==> config.mk <==
export PLATFORM = sky130hd
export DESIGN_NAME = mem_wb_stage
export DESIGN_NICKNAME = d
export VERILOG_FILES = /design/src/rtl/mem_wb_stage_pkg.sv /design/src/rtl/mem_wb_stage_load_align.sv /design/src/rtl/mem_wb_stage.sv
export SDC_FILE = /design/constraint.sdc
export NUM_CORES = 1
export LEC_CHECK = 0
export ABC_AREA = 1
export CORE_UTILIZATION = 51
export CTS_BUF_LIST = sky130_fd_sc_hd__clkbuf_8
export DETAILED_ROUTE_END_ITERATION = 8
export GPL_ROUTABILITY_DRIVEN = 0
export PLACE_DENSITY = 0.84
export RECOVER_POWER = 25
export SLEW_MARGIN = 20
export SYNTH_ARGS = -nofsm -noshare
export SYNTH_HDL_FRONTEND = slang
export SYNTH_HIERARCHICAL = 1
export SYNTH_SLANG_ARGS = --single-unit
export TNS_END_PERCENT = 100
==> constraint.sdc <==
create_clock -name clk -period 3.8 [get_ports clk]
set_clock_uncertainty 0.1 [all_clocks]
set_input_delay 0.38 -clock clk [delete_from_list [all_inputs] [get_ports clk]]
set_output_delay 0.38 -clock clk [all_outputs]
set_load 0.01 [all_outputs]
==> src/rtl/mem_wb_stage_pkg.sv <==
// Shared pipeline encodings for the memory/write-back boundary.
// Latency: none (constants only).
// Backpressure: not applicable.
package mem_wb_stage_pkg;

  // Write-back source select
  localparam logic [1:0] WB_SEL_ALU     = 2'b00;
  localparam logic [1:0] WB_SEL_LOAD    = 2'b01;
  localparam logic [1:0] WB_SEL_PC      = 2'b10;
  localparam logic [1:0] WB_SEL_ALU_ALT = 2'b11;

  // Load access size
  localparam logic [1:0] LS_BYTE  = 2'b00;
  localparam logic [1:0] LS_HALF  = 2'b01;
  localparam logic [1:0] LS_WORD  = 2'b10;
  localparam logic [1:0] LS_DWORD = 2'b11;

endpackage

==> src/rtl/mem_wb_stage_load_align.sv <==
// Extracts the addressed lane from a load word and sign/zero-extends it.
// Latency: purely combinational.
// Backpressure: none; the caller registers the result.
module load_align
  import mem_wb_stage_pkg::*;
#(
  parameter int DATA_W = 32,
  parameter int LANE_W = $clog2(DATA_W/8)
) (
  input  logic [DATA_W-1:0] rdata,
  input  logic [LANE_W-1:0] addr_lo,
  input  logic [1:0]        load_size,
  input  logic              load_unsigned,
  output logic [DATA_W-1:0] data
);

  logic [1:0]        size_eff;
  logic [LANE_W-1:0] off;
  logic [DATA_W-1:0] shifted;
  logic [DATA_W-1:0] mask;
  logic              sign;

  // Align the lane to bit 0, then mask to the access size and extend
  always_comb begin
    size_eff = load_size;
    // A 32-bit datapath has no dword; treat it as a full word
    if (DATA_W == 32 && load_size == LS_DWORD) size_eff = LS_WORD;

    // Offset bits below the access size are ignored (naturally aligned lane)
    off = addr_lo;
    case (size_eff)
      LS_HALF:  off[0]   = 1'b0;
      LS_WORD:  off[1:0] = 2'b00;
      LS_DWORD: off      = '0;
      default:  ;
    endcase

    shifted = rdata >> {off, 3'b000};

    case (size_eff)
      LS_BYTE: begin mask = DATA_W'(8'hFF);         sign = shifted[7];        end
      LS_HALF: begin mask = DATA_W'(16'hFFFF);      sign = shifted[15];       end
      LS_WORD: begin mask = DATA_W'(32'hFFFF_FFFF); sign = shifted[31];       end
      default: begin mask = '1;                     sign = shifted[DATA_W-1]; end
    endcase

    data = shifted & mask;
    if (!load_unsigned && sign) data = data | ~mask;
  end

endmodule

==> src/rtl/mem_wb_stage.sv <==
// Memory/write-back stage: selects and extends write-back data into a 2-entry skid buffer.
// Latency: 1 cycle from input fire to out_valid when out_ready is high.
// Backpressure: in_ready is registered and high iff the skid entry is empty.
module mem_wb_stage
  import mem_wb_stage_pkg::*;
#(
  parameter int DATA_W  = 32,
  parameter int RADDR_W = 5,
  parameter int LANE_W  = $clog2(DATA_W/8)
) (
  input  logic               clk,
  input  logic               rst,
  input  logic               flush,
  input  logic               in_valid,
  output logic               in_ready,
  input  logic [1:0]         wb_sel,
  input  logic [1:0]         load_size,
  input  logic               load_unsigned,
  input  logic [LANE_W-1:0]  addr_lo,
  input  logic [DATA_W-1:0]  mem_rdata,
  input  logic [DATA_W-1:0]  alu_result,
  input  logic [DATA_W-1:0]  pc_plus4,
  input  logic [RADDR_W-1:0] rd,
  input  logic               reg_write,
  output logic               out_valid,
  input  logic               out_ready,
  output logic [RADDR_W-1:0] wb_rd,
  output logic               wb_we,
  output logic [DATA_W-1:0]  wb_data,
  output logic [31:0]        retired
);

  logic [DATA_W-1:0]  load_data;
  logic [DATA_W-1:0]  new_data;
  logic               new_we;
  logic               in_fire;
  logic               out_fire;

  logic               main_vld_q, main_vld_d;
  logic [RADDR_W-1:0] main_rd_q,  main_rd_d;
  logic               main_we_q,  main_we_d;
  logic [DATA_W-1:0]  main_dat_q, main_dat_d;
  logic               skid_vld_q, skid_vld_d;
  logic [RADDR_W-1:0] skid_rd_q,  skid_rd_d;
  logic               skid_we_q,  skid_we_d;
  logic [DATA_W-1:0]  skid_dat_q, skid_dat_d;
  logic               in_ready_q, in_ready_d;
  logic [31:0]        retired_q,  retired_d;

  load_align #(
    .DATA_W (DATA_W),
    .LANE_W (LANE_W)
  ) u_load_align (
    .rdata         (mem_rdata),
    .addr_lo       (addr_lo),
    .load_size     (load_size),
    .load_unsigned (load_unsigned),
    .data          (load_data)
  );

  assign in_fire  = in_valid && in_ready_q;
  assign out_fire = main_vld_q && out_ready;

  // Form the write-back value and enable from the incoming entry
  always_comb begin
    case (wb_sel)
      WB_SEL_LOAD: new_data = load_data;
      WB_SEL_PC:   new_data = pc_plus4;
      default:     new_data = alu_result;
    endcase
    new_we = reg_write && (rd != '0);
  end

  // Skid-buffer next state: flush first, then drain, then fill
  always_comb begin
    main_vld_d = main_vld_q;
    main_rd_d  = main_rd_q;
    main_we_d  = main_we_q;
    main_dat_d = main_dat_q;
    skid_vld_d = skid_vld_q;
    skid_rd_d  = skid_rd_q;
    skid_we_d  = skid_we_q;
    skid_dat_d = skid_dat_q;
    retired_d  = retired_q;

    if (flush) begin
      main_vld_d = 1'b0;
      skid_vld_d = 1'b0;
    end else begin
      if (out_fire) begin
        retired_d = retired_q + 32'd1;
        if (skid_vld_q) begin
          main_rd_d  = skid_rd_q;
          main_we_d  = skid_we_q;
          main_dat_d = skid_dat_q;
          skid_vld_d = 1'b0;
        end else begin
          main_vld_d = 1'b0;
        end
      end
      // in_fire implies skid is empty, so it never collides with the move above
      if (in_fire) begin
        if (!main_vld_q || out_fire) begin
          main_vld_d = 1'b1;
          main_rd_d  = rd;
          main_we_d  = new_we;
          main_dat_d = new_data;
        end else begin
          skid_vld_d = 1'b1;
          skid_rd_d  = rd;
          skid_we_d  = new_we;
          skid_dat_d = new_data;
        end
      end
    end
    // Registered ready: reflects skid occupancy after this edge
    in_ready_d = !skid_vld_d;
  end

  // State registers; async reset drops both entries and zeroes the outputs
  always_ff @(posedge clk or posedge rst) begin
    if (rst) begin
      main_vld_q <= 1'b0;
      main_rd_q  <= '0;
      main_we_q  <= 1'b0;
      main_dat_q <= '0;
      skid_vld_q <= 1'b0;
      skid_rd_q  <= '0;
      skid_we_q  <= 1'b0;
      skid_dat_q <= '0;
      in_ready_q <= 1'b0;
      retired_q  <= '0;
    end else begin
      main_vld_q <= main_vld_d;
      main_rd_q  <= main_rd_d;
      main_we_q  <= main_we_d;
      main_dat_q <= main_dat_d;
      skid_vld_q <= skid_vld_d;
      skid_rd_q  <= skid_rd_d;
      skid_we_q  <= skid_we_d;
      skid_dat_q <= skid_dat_d;
      in_ready_q <= in_ready_d;
      retired_q  <= retired_d;
    end
  end

  assign in_ready  = in_ready_q;
  assign out_valid = main_vld_q;
  assign wb_rd     = main_rd_q;
  assign wb_we     = main_we_q;
  assign wb_data   = main_dat_q;
  assign retired   = retired_q;

endmodule

; ---- Yosys cells after proc, flatten, opt, wreduce, memory -nomap -nowiden
; Cells that the tools add are included.
[totals]
reg_bits = 111
output_inout_bits = 72
elab_cells = 65
[op_classes]
add_sub_neg = 1
n_eq_ne = 6
n_shift = 1
mux = 28
n_bitwise = 5
reduce_logical = 14
[ops]
columns = operator, n
row1 = 2-to-1 mux 32 bit, 5
row2 = case mux 32 bit (2 select lines), 2
row3 = "adder 32 x 1 -> 32 bit, second input constant", 1
row4 = AND 32 bit, 1
row5 = NOT 32 bit, 1
row6 = OR 32 bit, 1
row7 = >> shifter 32 x 5 -> 32 bit, 1
row8 = 2-to-1 mux 5 bit, 4
row9 = 2-to-1 mux 1 bit, 15
row10 = "== test 2 bit, second input constant", 4
row11 = nonzero test 5 bit, 1
row12 = "== test 2 x 1 -> 1 bit, second input constant", 2
row13 = logical AND 1 bit, 4
row14 = logical NOT 1 bit, 3
row15 = AND reduction 3 bit, 1
row16 = OR reduction 3 bit, 1
row17 = logical NOT 2 bit, 1
row18 = 2-to-1 mux 2 bit, 1
row19 = NOT 1 bit, 2
row20 = case mux 1 bit (2 select lines), 1
row21 = AND reduction 2 bit, 1
row22 = OR reduction 2 bit, 1
row23 = logical OR 1 bit, 1

; ---- Logic depth before layout (Yosys ltp)
; Gate-level depths: netlist of run 1.
[depth]
ltp_word = 12
ltp_mapped = 17
ltp_nobuf = 15

; ---- Hierarchy
; The synthesis of run 1 kept the hierarchy.
[by_module_without_submodules]
columns = mod, instances, cells_per_inst, area_each_um2, seq_area_each_um2
row1 = mem_wb_stage, 1, 823, 6194.7, 2777.7
row2 = load_align, 1, 164, 758.2, 0.0

; ---- Worst setup path after synthesis of run 1
; No wires, ideal clock.
[synth_timing]
path_kind = in2reg
start = in load_size[1]
end = reg main_dat_q[10], in the netlist wb_data[10]
setup_time_ns = 0.119
arrival_ns = 1.757
required_time_ns = 3.581
setup_slack_ns = 1.824
path_stages = 16
path_buffers = 2
path_cell_list = buf_6 nor2_8 nand2_4 buf_6 nand2_1 nand2_1 nand3_1 nand3_2 nand3_1 nand2_1 nand2_1 nand3_1 o21ai_0 nor2_1 nor2_1 nor2_1
[synth_between]
elab_chain_cells = 12
word_cells_on_any_way = 21
[synth_rtl]
columns = element, line_no
row1 = from (decl), mem_wb_stage.sv:17  ; input logic [1:0] load_size,
row2 = == test 2 bit, mem_wb_stage_load_align.sv:27  ; if (DATA_W == 32 && load_size == LS_DWORD) size_eff = LS_WORD;
row3 = 2-to-1 mux 2 bit (*), mem_wb_stage_load_align.sv:27
row4 = == test 2 bit / == test 2 x 1 -> 1 bit (equally long branches), "mem_wb_stage_load_align.sv:31, mem_wb_stage_load_align.sv:40"
row5 = OR reduction 3 bit (no source line) / OR reduction 2 bit (equally long branches), -
row6 = 2-to-1 mux 1 bit, mem_wb_stage_load_align.sv:31  ; case (size_eff)
row7 = >> shifter 32 x 5 -> 32 bit, mem_wb_stage_load_align.sv:38  ; shifted = rdata >> {off, 3'b000};
row8 = case mux 1 bit (2 select lines) / AND 32 bit (equally long branches), "mem_wb_stage_load_align.sv:40, mem_wb_stage_load_align.sv:47"
row9 = logical AND 1 bit / OR 32 bit (equally long branches), mem_wb_stage_load_align.sv:48  ; if (!load_unsigned && sign) data = data | ~mask;
row10 = 2-to-1 mux 32 bit (*), mem_wb_stage_load_align.sv:48
row11 = named net load_data[10], mem_wb_stage.sv:33  ; logic [DATA_W-1:0] load_data;
row12 = case mux 32 bit (2 select lines) (*), mem_wb_stage.sv:66  ; case (wb_sel)
row13 = 2-to-1 mux 32 bit (*), mem_wb_stage.sv:103  ; if (!main_vld_q || out_fire) begin
row14 = 2-to-1 mux 32 bit (*), mem_wb_stage.sv:102  ; if (in_fire) begin
row15 = to (signal assigned), mem_wb_stage.sv:137  ; main_dat_q <= main_dat_d;
row16 = to (decl), mem_wb_stage.sv:42  ; logic [DATA_W-1:0] main_dat_q, main_dat_d;
; Mark *: on every way through the listed nets, which the timed path passes. The rest lies on a longest branch.
; A chain may end at the register's enable or synchronous reset.

; ---- Worst setup path after layout of run 1
[layout_timing]
start = in load_size[1]
end = reg main_dat_q[18], in the netlist wb_data[18]
; Same word-level chain as after synthesis.

==> impl_metrics.prom, run 1 <==
# TYPE chip_impl_metric gauge
chip_impl_metric{name="core.rowCount",unit=""} 42
chip_impl_metric{name="cts_inserted_buffers",unit=""} 9
chip_impl_info{name="clock-root-buffer",value="sky130_fd_sc_hd__clkbuf_8"} 1
chip_impl_metric{name="post-synth-top-area-fraction",unit="%"} 39.9
chip_impl_metric{name="antennaDiodeCount",unit=""} 0
chip_impl_metric{name="maxCapViolCount",unit=""} 1
chip_impl_metric{name="grt_remaining_overflow",unit=""} 0
chip_impl_info{name="violations",value="capacitance limit, slew limit"} 1
chip_impl_metric{name="share_of_power_burned_in_the_clock_network",unit="%"} 22.7
chip_impl_metric{name="report.final.slew_viol_count",unit=""} 66
chip_impl_metric{name="place_hpwl",unit="um"} 14000
chip_impl_metric{name="syn_area_per_cell",unit="um^2"} 7.04
chip_impl_metric{name="register_area",unit="um^2"} 2780
chip_impl_info{name="crit_path_start_kind",value="input pin"} 1
chip_impl_metric{name="worst_ep_arrival_time",unit="ns"} 2.97
chip_impl_metric{name="core_area",unit="um^2"} 13300
chip_impl_info{name="timing.setup.critical_path_class",value="in -> reg"} 1
chip_impl_metric{name="crit_path_max_fanout",unit=""} 31
chip_impl_metric{name="drt.antenna.violating_nets",unit=""} 0
chip_impl_metric{name="cts_setup_buffers",unit=""} 0
chip_impl_metric{name="first_global_vias",unit=""} 6311
chip_impl_metric{name="remaining_drc_errors",unit=""} 0
chip_impl_metric{name="yosys.cell_types.count",unit=""} 36
chip_impl_metric{name="layout_worst_path_cycle_share",unit="%"} 72.3
chip_impl_info{name="layout_commonest_cell",value="sky130_fd_sc_hd__nand2_1"} 1
chip_impl_metric{name="switchingPower",unit="mW"} 1.05
chip_impl_metric{name="cts.hold.buffers_added",unit=""} 0
chip_impl_metric{name="max_freq",unit="GHz"} 0.364
chip_impl_metric{name="floorplan.die.width",unit="um"} 119
chip_impl_info{name="endpoint_kind",value="register"} 1
chip_impl_metric{name="cts_htree_levels",unit=""} 3
chip_impl_metric{name="clock_insertion_delay_worst_skew",unit="ns"} 0.39
chip_impl_metric{name="place.port_buffers",unit=""} 185
chip_impl_metric{name="route.detailed.vias_per_inst",unit=""} 5.35
chip_impl_metric{name="area_of_the_multi_input_gates",unit="um^2"} 3610
chip_impl_metric{name="finish.cell_count_without_fillers",unit=""} 1320
chip_impl_info{name="synth.top_cells.by_area",value="sky130_fd_sc_hd__dfrtp_1 (40%), sky130_fd_sc_hd__nand2_1 (17%), sky130_fd_sc_hd__nor2_1 (7.6%)"} 1
chip_impl_metric{name="internal_power",unit="mW"} 2.16
chip_impl_metric{name="power_switching_share",unit="%"} 32.7
chip_impl_metric{name="cts_resized",unit=""} 0
chip_impl_metric{name="n_fill_cell",unit=""} 1178
chip_impl_metric{name="synth.cell_area",unit="um^2"} 6950
chip_impl_metric{name="post_route_cells_drive_above_1_share",unit="%"} 6.47
chip_impl_metric{name="ys_seq_elements",unit=""} 111
chip_impl_metric{name="detail_route.wirelength",unit="um"} 18900
chip_impl_metric{name="worst_slew_margin_rel",unit="%"} -70.2
chip_impl_metric{name="die_height",unit="um"} 119
chip_impl_metric{name="pwr-share-comb",unit="%"} 30.0
chip_impl_metric{name="number_of_nets_in_the_synthesized_netlist",unit=""} 1104
chip_impl_metric{name="grt_start_max_net_pins",unit=""} 67
chip_impl_metric{name="powerDensity",unit="nW/um^2"} 357
chip_impl_metric{name="place_inst",unit=""} 1304
chip_impl_info{name="run_status",value="finished with violations"} 1
chip_impl_metric{name="drt_iter0_markers",unit=""} 859
chip_impl_metric{name="total_power",unit="mW"} 3.20
chip_impl_info{name="synth_ff_type",value="sky130_fd_sc_hd__dfrtp_1"} 1
chip_impl_info{name="synth_area_leader_cell",value="sky130_fd_sc_hd__dfrtp_1"} 1
chip_impl_metric{name="global_route.usage.total",unit="%"} 27.4
chip_impl_metric{name="routed_wire_length_per_instance",unit="um"} 14.3
chip_impl_metric{name="floorplan.initialDensity",unit="%"} 52.3
chip_impl_metric{name="synth_async_sr_flop_share",unit="%"} 100
chip_impl_metric{name="cts.clk_slew.worst_paths",unit="ns"} 0.10
chip_impl_metric{name="setup_viol_count_final",unit=""} 0
chip_impl_metric{name="synth_enable_flop_cells",unit=""} 0
chip_impl_metric{name="share_seq_of_total_power",unit="%"} 47.4
chip_impl_info{name="cts_tree",value="done"} 1
chip_impl_metric{name="ioPinCount",unit=""} 186
chip_impl_info{name="unrepaired_setup_endpoints_after_global_routing",value="no"} 1
chip_impl_metric{name="yosys_warnings",unit=""} 6
chip_impl_metric{name="grt_pass1_wl",unit="um"} 30800
chip_impl_info{name="holdCritPathClass",value="reg -> reg"} 1
chip_impl_metric{name="timing.setup.tns",unit="ns"} 0
chip_impl_metric{name="final_hold_violation_count",unit=""} 0
chip_impl_metric{name="worstPathRequired",unit="ns"} 4.02
chip_impl_info{name="layout.cells.most_common_list",value="sky130_fd_sc_hd__nand2_1 (316), sky130_fd_sc_hd__clkdlybuf4s50_1 (185), sky130_fd_sc_hd__nor2_1 (141)"} 1
chip_impl_metric{name="detailedRoute.firstPassIterationCount",unit=""} 5
chip_impl_metric{name="syn_to_final_growth",unit="%"} 29.0
chip_impl_metric{name="nNetsFinal",unit=""} 1256
chip_impl_metric{name="clock_tree.buffer_depth",unit=""} 2
chip_impl_metric{name="vdd_drop_max",unit="V"} 0.000146
chip_impl_metric{name="timing_worst_slew_pin_value",unit="ns"} 2.55
chip_impl_metric{name="post_synth_inst_count",unit=""} 987
chip_impl_metric{name="clock-sinks",unit=""} 111
chip_impl_metric{name="via_count",unit=""} 7064
chip_impl_metric{name="power_leakage",unit="nW"} 4.04
chip_impl_metric{name="synth_seq_area_share",unit="%"} 39.9
chip_impl_metric{name="finalWorstPathRequiredPeriod",unit="ns"} 2.75
chip_impl_metric{name="number_of_antenna_violations_at_the_first_check_in_global_routing",unit=""} 0
chip_impl_metric{name="fp.dieArea",unit="um^2"} 14100
## cells by family (layout without fill, tap and decap cells)
| family | after synthesis | in the layout | synth area share (%) |
|---|---|---|---|
| compound gates | 180 | 180 | 13.8 |
| xor+xnor | 13 | 13 | 1.75 |
| fa+ha+maj | 3 | 3 | 0.540 |
| buf+inv | 114 | 271 | 8.12 |
| simple gates | 566 | 566 | 35.8 |
| flops | 111 | 111 | 39.9 |
## power groups by stage
| stage | logic, mW | clock network, mW | registers (mW) |
|---|---|---|---|
| 6_report | 0.960 | 0.726 | 1.52 |
| 5_1_grt | 1.07 | 0.782 | 1.54 |
| 4_1_cts | 0.964 | 0.728 | 1.52 |
| 3_5_place_dp | 0.961 | 0 | 1.54 |
| 3_3_place_gp | 0.942 | 0 | 1.53 |
| 2_1_floorplan | 0.483 | 0 | 1.56 |
## path summary, 6_finish.rpt
path                       slack (ns)         start             to  cells after the start
max                              1.05  load_size[1]    wb_data[18]                     13
min                              0.39     skid_we_q      skid_we_q                      2
max reg2reg                      1.81     out_valid  skid_dat_q[2]                      6
min reg2reg                      0.39     skid_we_q      skid_we_q                      2
max in group asynchronous        1.06           rst     wb_data[5]                      2
min in group asynchronous        1.08           rst       wb_rd[4]                      2
## worst max-delay path, stage by stage
cell and delay [ns]:
sky130_fd_sc_hd__clkdlybuf4s50_1 0.65, sky130_fd_sc_hd__nor2_8 0.09, sky130_fd_sc_hd__nand2_4 0.25, sky130_fd_sc_hd__inv_1 0.32, sky130_fd_sc_hd__o21ai_0 0.43, sky130_fd_sc_hd__nand2_1 0.09, sky130_fd_sc_hd__nand2_1 0.08, sky130_fd_sc_hd__nand2_1 0.05
sky130_fd_sc_hd__nand3_1 0.08, sky130_fd_sc_hd__o21ai_0 0.22, sky130_fd_sc_hd__nor2_1 0.17, sky130_fd_sc_hd__nor2_1 0.05, sky130_fd_sc_hd__nor2_1 0.08
## through the flow
stage | instance area [um^2] | hold slack (ns) | worst slack (ns) | utilization [%]
final | 8970 | 0.392 | 1.05 | 67.4
after global routing | 8970 | 0.407 | 0.497 | 67.4
after CTS | 8970 | 0.393 | 1.12 | 67.5
after detailed placement | 8770 | 0.369 | 0.717 | 66.0
after global placement | 8770 | 0.361 | 0.796 | 66.0
after floorplan | 6950 | 0.343 | 0.389 | -
## sequential cells by signal (all words and copies together), names as in the netlist
signal,count
skid_we_q,1
in_ready,1
wb_data,32
retired,32
wb_we,1
out_valid,1
skid_vld_q,1
skid_rd_q,5
skid_dat_q,32
wb_rd,5
## per-layer routing
layer  up-vias  part of all wire, %  track usage (%)
met5         -                    0                0
met4         0                  2.9             10.8
met1      3233                   43             37.1
met2       315                   47             43.9
met3        50                  7.3             4.44
li1       3466                    -                -
## cell usage after synthesis (all sizes together), types with 7 or more instances
master / number
buf: 31
nand3b: 11
nand3: 65
inv: 61
xnor2: 7
a21oi: 33
o21ai: 132
nor2: 157
dfrtp: 111
clkbuf: 22
nand2: 324
## layout make-up
type	instances	share of cell area (%)
clock buffers	9	1.38
clock inverters	7	0.823
inverters	61	2.55
multi-input cells	762	40.3
flip-flops and latches	111	31.0
well taps	176	2.46
repair buffers	194	21.5
(Power assumes the default switching activity.)
==> run 2: changes to the inputs <==
--- a/config.mk
+++ b/config.mk
@@ -6,11 +6,11 @@
 export NUM_CORES = 1
 export LEC_CHECK = 0
 export ABC_AREA = 1
-export CORE_UTILIZATION = 51
+export CORE_UTILIZATION = 46
 export CTS_BUF_LIST = sky130_fd_sc_hd__clkbuf_8
 export DETAILED_ROUTE_END_ITERATION = 8
 export GPL_ROUTABILITY_DRIVEN = 0
-export PLACE_DENSITY = 0.84
+export PLACE_DENSITY = 0.8
 export RECOVER_POWER = 25
 export SLEW_MARGIN = 20
 export SYNTH_ARGS = -nofsm -noshare
==> constraint.sdc (replaced) <==
create_clock -name clk -period 2.35 [get_ports clk]
set_clock_uncertainty 0.1 [all_clocks]
set_input_delay 0.235 -clock clk [delete_from_list [all_inputs] [get_ports clk]]
set_output_delay 0.235 -clock clk [all_outputs]
set_load 0.01 [all_outputs]
==> impl_metrics.prom, run 2 (synthesis results as in run 1) <==
# TYPE chip_impl_metric gauge
chip_impl_info{name="crit-reg2reg-launch",value="retired[0]"} 1
chip_impl_metric{name="crit_path_max_fanout",unit=""} 14
chip_impl_metric{name="final_hold_violation_count",unit=""} 0
chip_impl_metric{name="cts_htree_levels",unit=""} 3
chip_impl_metric{name="finalWorstPathRequiredPeriod",unit="ns"} 2.15
chip_impl_info{name="holdCritPathClass",value="reg -> reg"} 1
chip_impl_metric{name="cts.hold.buffers_added",unit=""} 0
chip_impl_metric{name="clock-sinks",unit=""} 111
chip_impl_metric{name="floorplan.die.width",unit="um"} 125
chip_impl_info{name="violations",value="DRC, capacitance limit, slew limit"} 1
chip_impl_info{name="crit-reg2reg-capture",value="retired[22]"} 1
chip_impl_metric{name="final.hold.worst_slack",unit="ns"} 0.390
chip_impl_metric{name="timing_worst_slew_pin_value",unit="ns"} 1.51
chip_impl_info{name="cts_tree",value="done"} 1
chip_impl_metric{name="floorplan.initialDensity",unit="%"} 47.5
chip_impl_metric{name="drt.antenna.violating_nets",unit=""} 0
chip_impl_metric{name="detail_route.wirelength",unit="um"} 19400
chip_impl_metric{name="die_height",unit="um"} 125
chip_impl_metric{name="clock_tree.buffer_depth",unit=""} 2
chip_impl_metric{name="first_global_vias",unit=""} 6555
chip_impl_metric{name="met1_length",unit="um"} 8190
chip_impl_metric{name="setup_ws",unit="ns"} 0.203
chip_impl_metric{name="worstPathRequired",unit="ns"} 2.56
chip_impl_metric{name="met3_length",unit="um"} 1560
chip_impl_info{name="unrepaired_setup_endpoints_after_global_routing",value="no"} 1
chip_impl_metric{name="ioPinCount",unit=""} 186
chip_impl_metric{name="cts_resized",unit=""} 0
chip_impl_metric{name="place_hpwl",unit="um"} 14700
chip_impl_metric{name="cts.clk_slew.worst_paths",unit="ns"} 0.11
chip_impl_metric{name="place.port_buffers",unit=""} 185
chip_impl_metric{name="cell_count_of_the_worst_reg_to_reg_path",unit=""} 8
chip_impl_metric{name="layout_worst_path_cycle_share",unit="%"} 91.3
chip_impl_metric{name="remaining_drc_errors",unit=""} 24
chip_impl_metric{name="report.final.slew_viol_count",unit=""} 111
chip_impl_metric{name="drt_iter0_markers",unit=""} 758
chip_impl_metric{name="grt_pass1_wl",unit="um"} 32100
chip_impl_info{name="cp_slowest_cell",value="sky130_fd_sc_hd__clkdlybuf4s50_1"} 1
chip_impl_metric{name="route.detailed.vias_per_inst",unit=""} 5.27
chip_impl_metric{name="cts_inserted_buffers",unit=""} 9
chip_impl_info{name="layout.cells.most_common_list",value="sky130_fd_sc_hd__nand2_1 (316), sky130_fd_sc_hd__clkdlybuf4s50_1 (184), sky130_fd_sc_hd__nor2_1 (141)"} 1
chip_impl_metric{name="setup_viol_count_final",unit=""} 0
chip_impl_info{name="layout_commonest_cell",value="sky130_fd_sc_hd__nand2_1"} 1
chip_impl_metric{name="number_of_antenna_violations_at_the_first_check_in_global_routing",unit=""} 0
chip_impl_metric{name="grt_remaining_overflow",unit=""} 0
chip_impl_metric{name="reg2reg_setup_slack",unit="ns"} 0.64
chip_impl_metric{name="cts_setup_buffers",unit=""} 0
chip_impl_metric{name="vdd_drop_max",unit="V"} 0.000366
chip_impl_info{name="endpoint_kind",value="register"} 1
chip_impl_info{name="crit_path_start_kind",value="input pin"} 1
chip_impl_metric{name="routed_wire_length_per_instance",unit="um"} 14.3
chip_impl_info{name="critical_path.endpoint",value="wb_data[3]"} 1
chip_impl_metric{name="powerDensity",unit="nW/um^2"} 586
chip_impl_metric{name="antennaDiodeCount",unit=""} 0
chip_impl_info{name="critical-path-top-cell-by-count",value="sky130_fd_sc_hd__nor2_1"} 1
chip_impl_info{name="clock-root-buffer",value="sky130_fd_sc_hd__clkbuf_8"} 1
chip_impl_metric{name="core_area",unit="um^2"} 14600
chip_impl_info{name="maxUsedRoutingLayer",value="met4"} 1
chip_impl_metric{name="placement.setup.worst_slack",unit="ns"} -0.269
chip_impl_info{name="run_status",value="finished with violations"} 1
chip_impl_metric{name="wl_met2",unit="um"} 9020
chip_impl_metric{name="post_route_cells_drive_above_1_share",unit="%"} 8.87
chip_impl_metric{name="max_freq",unit="GHz"} 0.466
chip_impl_metric{name="grt_start_max_net_pins",unit=""} 112
chip_impl_metric{name="power_leakage",unit="nW"} 4.25
chip_impl_info{name="worstSetupStartpoint",value="load_size[1]"} 1
chip_impl_metric{name="worst_slew_margin_rel",unit="%"} -0.846
chip_impl_metric{name="core.rowCount",unit=""} 44
chip_impl_metric{name="cp_slowest_stage_delay",unit="ns"} 0.39
chip_impl_metric{name="via_count",unit=""} 7150
chip_impl_metric{name="worst_ep_arrival_time",unit="ns"} 2.36
chip_impl_metric{name="nNetsFinal",unit=""} 1284
chip_impl_metric{name="maxCapViolCount",unit=""} 1
chip_impl_info{name="timing.setup.critical_path_class",value="in -> reg"} 1
chip_impl_metric{name="global_route.usage.total",unit="%"} 25.3
chip_impl_metric{name="detailedRoute.firstPassIterationCount",unit=""} 8
chip_impl_metric{name="total_power",unit="mW"} 5.48
chip_impl_metric{name="clock_insertion_delay_worst_skew",unit="ns"} 0.37
chip_impl_metric{name="place_inst",unit=""} 1340
chip_impl_metric{name="finish.cell_count_without_fillers",unit=""} 1356
chip_impl_metric{name="syn_to_final_growth",unit="%"} 34.5
chip_impl_info{name="critical_path.cell_chain",value="clkdlybuf4s50_1, buf_4, nor2_8, nand2_4, buf_4, o21ai_1, buf_4, nor2_1, a31oi_1, nand2_1, nand3_1, o21ai_0, nor2_1, nor2_1, nor2_1"} 1
chip_impl_metric{name="fp.dieArea",unit="um^2"} 15600
## run 2: changes by cell type in the layout (fill, tap and decap cells not counted), sizes merged, moves of 2 or more
cell	delta
buf	+27
bufinv	+2
clkbuf	+3
clkinvlp	-3
## run 2: through the flow
step	instance area (um^2)	utilization [%]	TNS, ns
5_1_grt	9350	63.9	0
4_1_cts	9360	63.9	0
6_report	9350	63.9	0
3_5_place_dp	9110	62.2	-2.76
2_1_floorplan	6960	-	0
3_3_place_gp	9110	62.2	-1.29
## run 2: worst max-delay path, delay by kind of cell
kind                   cells  cell delay [ns]
AND/OR/NAND/NOR            8             0.63
buffers and inverters      4             0.90
AO/OA/AOI/OAI              3             0.58
## run 2: cell type report
type / instances / area, um^2
fill: 1273 / 5290
multi-input combinational: 762 / 3620
clock buffer: 11 / 151
sequential: 111 / 2780
inverter: 61 / 233
tap: 184 / 230
timing repair buffer: 222 / 2240
clock inverter: 5 / 104
## run 2: how the worst min path moves through the flow
stage          cells past startpoint  slack [ns]        endpoint           start
4_1_cts                            3        0.31     retired[10]             rst
5_1_grt                            3        0.41    skid_rd_q[0]           rd[0]
3_3_place_gp                       2        0.36   skid_dat_q[1]   skid_dat_q[1]
3_5_place_dp                       2        0.37  skid_dat_q[25]  skid_dat_q[25]
6_report                           2        0.39  skid_dat_q[26]  skid_dat_q[26]
2_1_floorplan                      1        0.20       out_valid           flush
## run 2: power breakdown
part | leakage (nW) | internal (mW) | switching [mW]
logic | 2.72 | 0.809 | 0.816
clock network | 0.130 | 0.767 | 0.646
registers | 1.40 | 2.24 | 0.206
## run 2: metal layers
layer,GRT usage [%],vias to the layer above
met5,0,-
met4,9.54,0
met3,4.07,42
met2,41.2,324
met1,34.1,3258
li1,-,3526
==> run 3: changes to the inputs <==
--- a/config.mk
+++ b/config.mk
@@ -6,6 +6,7 @@
 export NUM_CORES = 1
 export LEC_CHECK = 0
 export ABC_AREA = 1
+export CORE_MARGIN = 5
 export CORE_UTILIZATION = 46
 export CTS_BUF_LIST = sky130_fd_sc_hd__clkbuf_8
 export DETAILED_ROUTE_END_ITERATION = 8
==> impl_metrics.prom, run 3 (synthesis results as in run 1) <==
# TYPE chip_impl_metric gauge
chip_impl_metric{name="grt_start_max_net_pins",unit=""} 77
chip_impl_metric{name="cts_setup_buffers",unit=""} 0
chip_impl_metric{name="pwr-share-comb",unit="%"} 30.5
chip_impl_metric{name="cts.hold.buffers_added",unit=""} 0
chip_impl_metric{name="power_switching_share",unit="%"} 31.7
chip_impl_metric{name="clock-sinks",unit=""} 111
chip_impl_metric{name="grt_pass1_wl",unit="um"} 33500
chip_impl_metric{name="core_area",unit="um^2"} 15000
chip_impl_metric{name="register_area",unit="um^2"} 2780
chip_impl_metric{name="place.port_buffers",unit=""} 185
chip_impl_metric{name="timing_worst_slew_pin_value",unit="ns"} 0.719
chip_impl_info{name="cts_tree",value="done"} 1
chip_impl_metric{name="total_power",unit="mW"} 5.35
chip_impl_metric{name="routed_wire_length_per_instance",unit="um"} 15.1
chip_impl_metric{name="maxCapViolCount",unit=""} 0
chip_impl_metric{name="syn_to_final_growth",unit="%"} 34.2
chip_impl_metric{name="ioPinCount",unit=""} 186
chip_impl_metric{name="grt_remaining_overflow",unit=""} 0
chip_impl_metric{name="place_hpwl",unit="um"} 15900
chip_impl_metric{name="power_leakage",unit="nW"} 4.25
chip_impl_metric{name="detailedRoute.firstPassIterationCount",unit=""} 5
chip_impl_metric{name="core.rowCount",unit=""} 45
chip_impl_metric{name="powerDensity",unit="nW/um^2"} 573
chip_impl_metric{name="first_global_vias",unit=""} 6747
chip_impl_metric{name="floorplan.die.width",unit="um"} 133
chip_impl_info{name="layout.cells.most_common_list",value="sky130_fd_sc_hd__nand2_1 (316), sky130_fd_sc_hd__clkdlybuf4s50_1 (183), sky130_fd_sc_hd__nor2_1 (141)"} 1
chip_impl_metric{name="worst_slew_margin_rel",unit="%"} 52.1
chip_impl_metric{name="timing.setup.tns",unit="ns"} 0
chip_impl_metric{name="antennaDiodeCount",unit=""} 0
chip_impl_metric{name="cell_count_of_the_worst_reg_to_reg_path",unit=""} 8
chip_impl_metric{name="setup_viol_count_final",unit=""} 0
chip_impl_metric{name="vdd_drop_max",unit="V"} 0.000255
chip_impl_metric{name="worst_ep_arrival_time",unit="ns"} 2.39
chip_impl_metric{name="crit_path_max_fanout",unit=""} 9
chip_impl_metric{name="n_fill_cell",unit=""} 1334
chip_impl_info{name="timing.setup.critical_path_class",value="in -> reg"} 1
chip_impl_metric{name="switchingPower",unit="mW"} 1.70
chip_impl_info{name="endpoint_kind",value="register"} 1
chip_impl_metric{name="internal_power",unit="mW"} 3.65
chip_impl_metric{name="area_of_the_multi_input_gates",unit="um^2"} 3610
chip_impl_metric{name="route.detailed.vias_per_inst",unit=""} 5.27
chip_impl_metric{name="drt.antenna.violating_nets",unit=""} 0
chip_impl_info{name="run_status",value="finished, final reports clean"} 1
chip_impl_metric{name="global_route.usage.total",unit="%"} 23.0
chip_impl_metric{name="post_route_cells_drive_above_1_share",unit="%"} 8.94
chip_impl_info{name="unrepaired_setup_endpoints_after_global_routing",value="no"} 1
chip_impl_metric{name="cts_inserted_buffers",unit=""} 9
chip_impl_info{name="crit_path_start_kind",value="input pin"} 1
chip_impl_metric{name="nNetsFinal",unit=""} 1286
chip_impl_metric{name="remaining_drc_errors",unit=""} 0
chip_impl_metric{name="fp.dieArea",unit="um^2"} 17700
chip_impl_metric{name="layout_worst_path_cycle_share",unit="%"} 93.4
chip_impl_info{name="layout_commonest_cell",value="sky130_fd_sc_hd__nand2_1"} 1
chip_impl_metric{name="final_hold_violation_count",unit=""} 0
chip_impl_info{name="clock-root-buffer",value="sky130_fd_sc_hd__clkbuf_8"} 1
chip_impl_metric{name="cts.clk_slew.worst_paths",unit="ns"} 0.11
chip_impl_metric{name="via_count",unit=""} 7173
chip_impl_metric{name="clock_insertion_delay_worst_skew",unit="ns"} 0.37
chip_impl_info{name="holdCritPathClass",value="in -> async"} 1
chip_impl_metric{name="die_height",unit="um"} 133
chip_impl_metric{name="worstPathRequired",unit="ns"} 2.55
chip_impl_metric{name="floorplan.initialDensity",unit="%"} 46.3
chip_impl_metric{name="drt_iter0_markers",unit=""} 629
chip_impl_metric{name="report.final.slew_viol_count",unit=""} 0
chip_impl_metric{name="cts_htree_levels",unit=""} 3
chip_impl_metric{name="number_of_antenna_violations_at_the_first_check_in_global_routing",unit=""} 0
chip_impl_metric{name="max_freq",unit="GHz"} 0.456
chip_impl_metric{name="clock_tree.buffer_depth",unit=""} 2
chip_impl_metric{name="detail_route.wirelength",unit="um"} 20500
chip_impl_metric{name="share_seq_of_total_power",unit="%"} 45.8
chip_impl_metric{name="share_of_power_burned_in_the_clock_network",unit="%"} 23.7
chip_impl_metric{name="finalWorstPathRequiredPeriod",unit="ns"} 2.19
-- run 3: cell types whose count changed in the layout (fill, tap and decap cells not counted), sizes merged --
cell	change
bufinv	-1
clkinvlp	+1
dlymetal6s2s	+1
clkinv	+1
clkbuf	-2
buf	+2
clkdlybuf4s50	-1
inv	+1
-- run 3: power groups by stage --
| stage | clock network, mW | registers (mW) | logic [mW] |
|---|---|---|---|
| 5_1_grt | 1.36 | 2.49 | 1.81 |
| 3_3_place_gp | 0 | 2.47 | 1.61 |
| 3_5_place_dp | 0 | 2.48 | 1.65 |
| 6_report | 1.27 | 2.45 | 1.63 |
| 2_1_floorplan | 0 | 2.52 | 0.781 |
| 4_1_cts | 1.30 | 2.45 | 1.65 |
-- run 3: final timing paths --
| path | from | to | slack, ns |
|---|---|---|---|
| setup / recovery | load_size[0] | wb_data[2] | 0.16 |
| max in group asynchronous | rst | skid_dat_q[2] | 0.69 |
| min in group clk | skid_dat_q[1] | skid_dat_q[1] | 0.39 |
| hold / removal | rst | wb_rd[0] | 0.28 |
| hold reg to reg | skid_dat_q[1] | skid_dat_q[1] | 0.39 |
| setup reg to reg | retired[0] | retired[20] | 0.68 |
-- run 3: critical path, stage by stage --
cell and delay [ns]:
sky130_fd_sc_hd__clkdlybuf4s50_1 0.60, sky130_fd_sc_hd__nor2_8 0.06, sky130_fd_sc_hd__nand2_4 0.10, sky130_fd_sc_hd__inv_1 0.14, sky130_fd_sc_hd__buf_4 0.18, sky130_fd_sc_hd__o21ai_0 0.38, sky130_fd_sc_hd__nand2_1 0.09, sky130_fd_sc_hd__o31ai_1 0.09
sky130_fd_sc_hd__nand2_1 0.08, sky130_fd_sc_hd__nand3_1 0.08, sky130_fd_sc_hd__o21ai_0 0.11, sky130_fd_sc_hd__nor2_1 0.11, sky130_fd_sc_hd__nor2_1 0.06, sky130_fd_sc_hd__nor2_1 0.07
-- run 3: per-stage QoR --
| step | hold WS [ns] | std cells | instance area (um^2) | setup WS [ns] | utilization (%) |
|---|---|---|---|---|---|
| 2_1_floorplan | 0.198 | 987 | 6960 | 0.519 | - |
| 3_3_place_gp | 0.361 | 1346 | 9130 | -0.166 | 60.7 |
| 3_5_place_dp | 0.368 | 1346 | 9130 | -0.178 | 60.7 |
| 4_1_cts | 0.0907 | 1362 | 9350 | 0.215 | 62.2 |
| 5_1_grt | 0.335 | 1362 | 9330 | 0.0281 | 62.1 |
| 6_report | 0.284 | 1362 | 9330 | 0.156 | 62.1 |
-- run 3: per-layer routing --
metal / part of all wire (%) / track usage [%] / wire length, um
met5: 0 / 0 / 0
met4: 3.5 / 9.30 / 721
met3: 7.7 / 4.26 / 1580
met2: 46 / 36.9 / 9370
met1: 43 / 30.7 / 8840
-- run 3: area by class of cell --
cell class / count / area share, %
Multi-Input combinational cell: 762 / 38.7
Clock buffer: 9 / 1.33
Sequential cell: 111 / 29.8
Inverter: 61 / 2.47
Tap cell: 188 / 2.52
Clock inverter: 7 / 1.02
Timing Repair Buffer: 224 / 24.2
-- run 3: timing repair --
action	CTS	global route
endpoints found under the setup margin	0	1
endpoints found under the hold margin	0	0
resized for setup	0	1
==> patch 1 (settings of run 1) <==
`main_dat_q` no longer has a reset.
--- a/src/rtl/mem_wb_stage.sv
+++ b/src/rtl/mem_wb_stage.sv
@@ -123,7 +123,6 @@
       main_vld_q <= 1'b0;
       main_rd_q  <= '0;
       main_we_q  <= 1'b0;
-      main_dat_q <= '0;
       skid_vld_q <= 1'b0;
       skid_rd_q  <= '0;
       skid_we_q  <= 1'b0;
@@ -134,7 +133,6 @@
       main_vld_q <= main_vld_d;
       main_rd_q  <= main_rd_d;
       main_we_q  <= main_we_d;
-      main_dat_q <= main_dat_d;
       skid_vld_q <= skid_vld_d;
       skid_rd_q  <= skid_rd_d;
       skid_we_q  <= skid_we_d;
@@ -142,6 +140,10 @@
       in_ready_q <= in_ready_d;
       retired_q  <= retired_d;
     end
+  end
+
+  always_ff @(posedge clk) begin
+    main_dat_q <= main_dat_d;
   end
 
   assign in_ready  = in_ready_q;
Behaviour: differs if rst is asserted again (counterexample within 4 cycles, from zero or initial values and one cycle with rst high); with rst held inactive, the same outputs for 4 cycles.
==> patch 1 against run 1 <==
Register-to-register slack worse by 0.36 ns. Utilization up 1.7 points. Final area down 1.2%. Clock power fell by 7.4%. Worst setup slack lost 0.019 ns. Sequential cell count did not move. Power down 2.2%. The run still ends with capacitance limit, slew limit left. Wire length grew 8.7%. Critical endpoint is now wb_data[14]. Area after synthesis is 1.7% lower.
==> patch 1: results (changes against run 1) <==
Status
  – Failing checks: capacitance limit, slew limit
  – Status: finished, violations left

Setup path
  – CP max stage delay: 0.72 ns (+0.07 ns)
  – Register-to-Register Setup Slack: 1.45 ns (-0.36 ns)
  – Critical path's top delay family: simple AND/OR/NAND/NOR gates
  – Cells on worst reg2reg path: 7 (+1)
  – WP data arrival: 2.92 ns (-0.05 ns)
  – CP max FO: 19 (-39%)
  – Critical R2R Capture: skid_dat_q[5]

Job
  – Max Cap Viol: 1 (unchanged)

Placement
  – Detailed placement HPWL: 14700 um (+5.0%)
  – Dpl ws: 0.727 ns (+0.00957 ns)
  – Placed insts: 1268 (-2.8%)
  – Placed cell area: 8720 um^2 (-0.58%)

GRT
  – Pin count of the biggest net entering global routing: 49 (-27%)
  – Grt met1 use: 39.8% (+2.7 points)
  – GRT Overall Usage: 30.5% (+3.0 points)
  – Met3 GRT Util: 6.49% (+2.1 points)
  – M2 GR Usage: 49.1% (+5.2 points)
  – Global-route wire length before repair: 33800 um (+9.7%)
  – Vias in the first global route: 6819 (+8.0%)

Power and ir drop
  – Worst ir drop on vdd: 0.273 mV (+88%)
  – P_leak: 4.06 nW (+0.59%)
  – Switching Share: 31.9% (-0.76 points)

Drt
  – Met2 wire length: 9550 um (+8.4%)
  – Drt total wl: 20500 um (+8.7%)
  – Initial DRC count: 522 (-39%)
  – Met3 Wirelength: 1680 um (+21%)
  – Drt wl/cell: 16.0 um (+12%)
  – Met1 Wirelength: 8700 um (+6.5%)
  – Via density: 5.44 (+1.6%)

Synthesis
  – Top cells by area, synth: dfrtp_1 (29%), nand2_1 (19%), edfxtp_1 (14%)
  – Synthesis Warnings: 6 (unchanged)
  – Syn_area_per_cell: 7.22 um^2 (+2.5%)
  – Synth cell types: 35 (-2.8%)
  – Seq/Total Area, Yosys: 43.0% (+3.0 points)
  – Post-synth ARST share: 71.2% (-29 points)
  – Commonest cells post-synth: nand2_1 (343), nor2_1 (105), dfrtp_1 (79)
  – Syn_nets: 1064 (-3.6%)
  – Post-synth EDFFs: 32 (+32)

Timing
  – Pins Over Slew Limit: 49 (-26%)
  – Slew margin rel.: -43.2% (+27 points)
  – Hold_ws: 0.386 ns (-0.00565 ns)

Layout
  – Fraction of layout instances using a drive strength above 1: 5.49% (-0.98 points)
  – Layout net count: 1224 (-2.5%)

Min path
  – Hold path start: skid_dat_q[7]
  – Hold endpoint: skid_dat_q[7]
==> patch 1: cell count changes after synthesis, sizes merged, moves of 31 or more <==
cell and change:
nand2 +31, o21ai -33, a21oi +35, dfrtp -32, nor2 -38, edfxtp +32
==> patch 1: logic make-up after synthesis <==
family / after synthesis / synth area share [%]
and+or+nand+nor: 528 / 33.8
DFF: 111 / 43.0
adders and majority gates: 3 / 0.549
buffers and inverters: 111 / 7.43
AOI/OAI and AO/OA: 181 / 13.6
xor gates and xnor gates: 13 / 1.67
==> patch 1: how the worst max path moves through the flow <==
stage	from	to	slack [ns]	cells after the start
floorplan	rst	in_ready	1.30	1
global placement	load_size[1]	wb_data[8]	0.78	13
detailed placement	load_size[1]	wb_data[14]	0.73	13
CTS	load_size[1]	wb_data[14]	1.14	13
global route	rst	skid_dat_q[31]	0.53	3
finish	load_size[1]	wb_data[14]	1.03	13
==> patch 1: cell type report <==
cell class / instances / area, um^2
repair buffers: 195 / 1920
clock buffers: 11 / 151
inverters: 65 / 250
flip-flops and latches: 111 / 2940
clock inverters: 5 / 26.3
well taps: 172 / 215
fillers: 1139 / 3960
multi-input cells: 725 / 3360
==> patch 1: worst register-to-register path: cells and delay by family, from the launching register on <==
family | cells | cell delay [ns]
AND/OR/NAND/NOR | 5 | 0.98
flip-flops | 1 | 0.41
buffers and inverters | 2 | 0.82
==> patch 1: power by group through the flow <==
stage	combinational, mW	sequential (mW)	clock [mW]
2_1_floorplan	0.448	1.61	0
3_3_place_gp	0.866	1.59	0
3_5_place_dp	0.884	1.60	0
5_1_grt	0.980	1.60	0.725
6_report	0.884	1.58	0.672
4_1_cts	0.888	1.58	0.690
==> patch 2 (config.mk and constraints of run 1) <==
Without the edit above. `DATA_W` is set to 32 in 2 places; all go to 64.
--- a/src/rtl/mem_wb_stage_load_align.sv
+++ b/src/rtl/mem_wb_stage_load_align.sv
@@ -4,7 +4,7 @@
 module load_align
   import mem_wb_stage_pkg::*;
 #(
-  parameter int DATA_W = 32,
+  parameter int DATA_W = 64,
   parameter int LANE_W = $clog2(DATA_W/8)
 ) (
   input  logic [DATA_W-1:0] rdata,
--- a/src/rtl/mem_wb_stage.sv
+++ b/src/rtl/mem_wb_stage.sv
@@ -4,7 +4,7 @@
 module mem_wb_stage
   import mem_wb_stage_pkg::*;
 #(
-  parameter int DATA_W  = 32,
+  parameter int DATA_W  = 64,
   parameter int RADDR_W = 5,
   parameter int LANE_W  = $clog2(DATA_W/8)
 ) (
Ports: changed (5 resized); port bits go from 186 to 315. The function was not compared with the original's and may differ.
==> patch 2 against run 1 <==
Final area grew 70%. Wire length grew 110%. Non-clock buffer count grew 149. Highest routed layer unchanged. Worst setup slack lost 0.17 ns. Power grew 80%. Area after synthesis grew 69%. Sequential cell count grew 64.
==> patch 2: results (changes against run 1) <==
Status
  – Status: complete, no violations

GRT
  – Vias in the first global route: 12100 (+91%)
  – GRT Overall Usage: 34.0% (+6.5 points)
  – M2 GR Usage: 54.3% (+10 points)
  – Antenna violations before repair: 4 (+4)
  – Met3 GRT Util: 6.40% (+2.0 points)
  – Pin count of the biggest net entering global routing: 84 (+25%)
  – Grt met1 use: 43.8% (+6.7 points)
  – Global-route wire length before repair: 63500 um (+110%)

Power and ir drop
  – Worst ir drop on vdd: 0.231 mV (+59%)
  – P_leak: 7.11 nW (+76%)

Clocking
  – Clk_lat worst skew: 0.48 ns (+0.09 ns)
  – Post-CTS setup repair buffer count: 0 (unchanged)
  – H-tree depth: 4 (+1)
  – TritonCTS buffer count: 17 (+8)

Drt
  – Drt total wl: 40200 um (+110%)
  – Met1 Wirelength: 16100 um (+96%)
  – Met2 wire length: 18400 um (+110%)
  – Initial DRC count: 1512 (+76%)
  – Met3 Wirelength: 3670 um (+170%)
  – Detailed Routing Iterations Pass 1: 8 (+3)
  – Via density: 5.68 (+6.2%)
  – Highest metal used: met4
  – Drt wl/cell: 17.6 um (+23%)
  – DRC errors left: 0 (unchanged)

Timing
  – Slew margin rel.: 2.54% (+73 points)
  – Pins Over Slew Limit: 0 (-100%)
  – Final setup violation count: 0 (unchanged)

Synthesis
  – Syn_nets: 1955 (+77%)
  – Leading area contributor after synthesis: dfrtp_1
  – Synthesis Warnings: 6 (unchanged)
  – Top cells by area, synth: dfrtp_1 (37%), nand2_1 (18%), o21ai_0 (8.4%)
  – Seq/Total Area, Yosys: 37.3% (-2.7 points)
  – Synth Area in Compound Gates: 18.6% (+4.7 points)
  – Synth Area in XOR/XNOR: 1.19% (-0.55 points)
  – Adder-cell area share of the yosys netlist: 0.319% (-0.22 points)
  – Synth cell types: 37 (+2.8%)
  – Commonest cells post-synth: nand2_1 (570), o21ai_0 (198), dfrtp_1 (175)
  – Post-Synthesis Cells: 1741 (+76%)
  – Mux cell area share after synthesis: 0.596% (+0.60 points)

Placement
  – Placed cell area: 14900 um^2 (+70%)
  – Placed insts: 2251 (+73%)
  – Port bufs: 314 (+70%)
  – Detailed placement HPWL: 29800 um (+110%)

Setup path
  – Register-to-Register Setup Slack: 1.48 ns (-0.33 ns)
  – Cells on worst reg2reg path: 7 (+1)
  – WP data arrival: 3.20 ns (+0.23 ns)
  – CP max stage delay: 0.51 ns (-0.14 ns)
  – CP max FO: 32 (+3.2%)
  – Critical path's top delay family: simple AND/OR/NAND/NOR gates
  – Critical R2R Capture: wb_data[1]

Min path
  – Hold depth: 2 (unchanged)
  – Hold endpoint: skid_dat_q[56]
  – Worst Hold Class: register to register
  – Hold path start: skid_dat_q[56]

Layout
  – Layout net count: 2199 (+75%)
  – Fraction of layout instances using a drive strength above 1: 5.16% (-1.3 points)
-- patch 2: changes by cell type after synthesis, sizes merged, moves of 53 or more --
| cell | delta |
|---|---|
| nand3 | +89 |
| buf | +53 |
| o21ai | +148 |
| dfrtp | +64 |
| nand2 | +263 |
| o21a | +65 |
| inv | +89 |
-- patch 2: worst max path at each step --
stage	startpoint	to	slack, ns	cells after the start
after floorplan	rst	in_ready	1.08	1
after global placement	load_size[1]	wb_data[34]	0.54	17
after detailed placement	load_size[1]	wb_data[54]	0.48	17
after CTS	load_size[1]	wb_data[54]	0.98	17
after global routing	rst	retired[9]	0.62	3
final	load_size[1]	wb_data[54]	0.88	17
-- patch 2: stage by stage --
stage	power, mW	hold slack [ns]	setup slack, ns	utilization (%)
finish	5.77	0.389	0.880	67.4
global route	6.08	0.408	0.621	67.4
CTS	5.76	0.264	0.981	67.5
detailed placement	4.44	0.368	0.478	65.7
global placement	4.39	0.362	0.540	65.7
floorplan	3.52	0.343	1.08	-
-- patch 2: layout make-up --
cell class | count | area [um^2]
Tap cell | 285 | 357
Clock buffer | 18 | 248
Fill cell | 1929 | 7390
Inverter | 150 | 566
Timing Repair Buffer | 343 | 3410
Clock inverter | 14 | 148
Antenna cell | 4 | 10.0
Multi-Input combinational cell | 1298 | 6140
Sequential cell | 175 | 4380
-- patch 2: where the power goes --
| group | internal, mW | total [mW] | switching (mW) |
|---|---|---|---|
| clock network | 0.562 | 1.33 | 0.768 |
| registers | 2.24 | 2.47 | 0.229 |
| logic | 0.938 | 1.97 | 1.03 |
| total | 3.74 | 5.77 | 2.02 |
-- patch 2: tightest hold or removal path, stage by stage (launching register included) --
cell and delay, ns:
dfrtp_1 0.35, nand2_1 0.05, o21ai_0 0.05
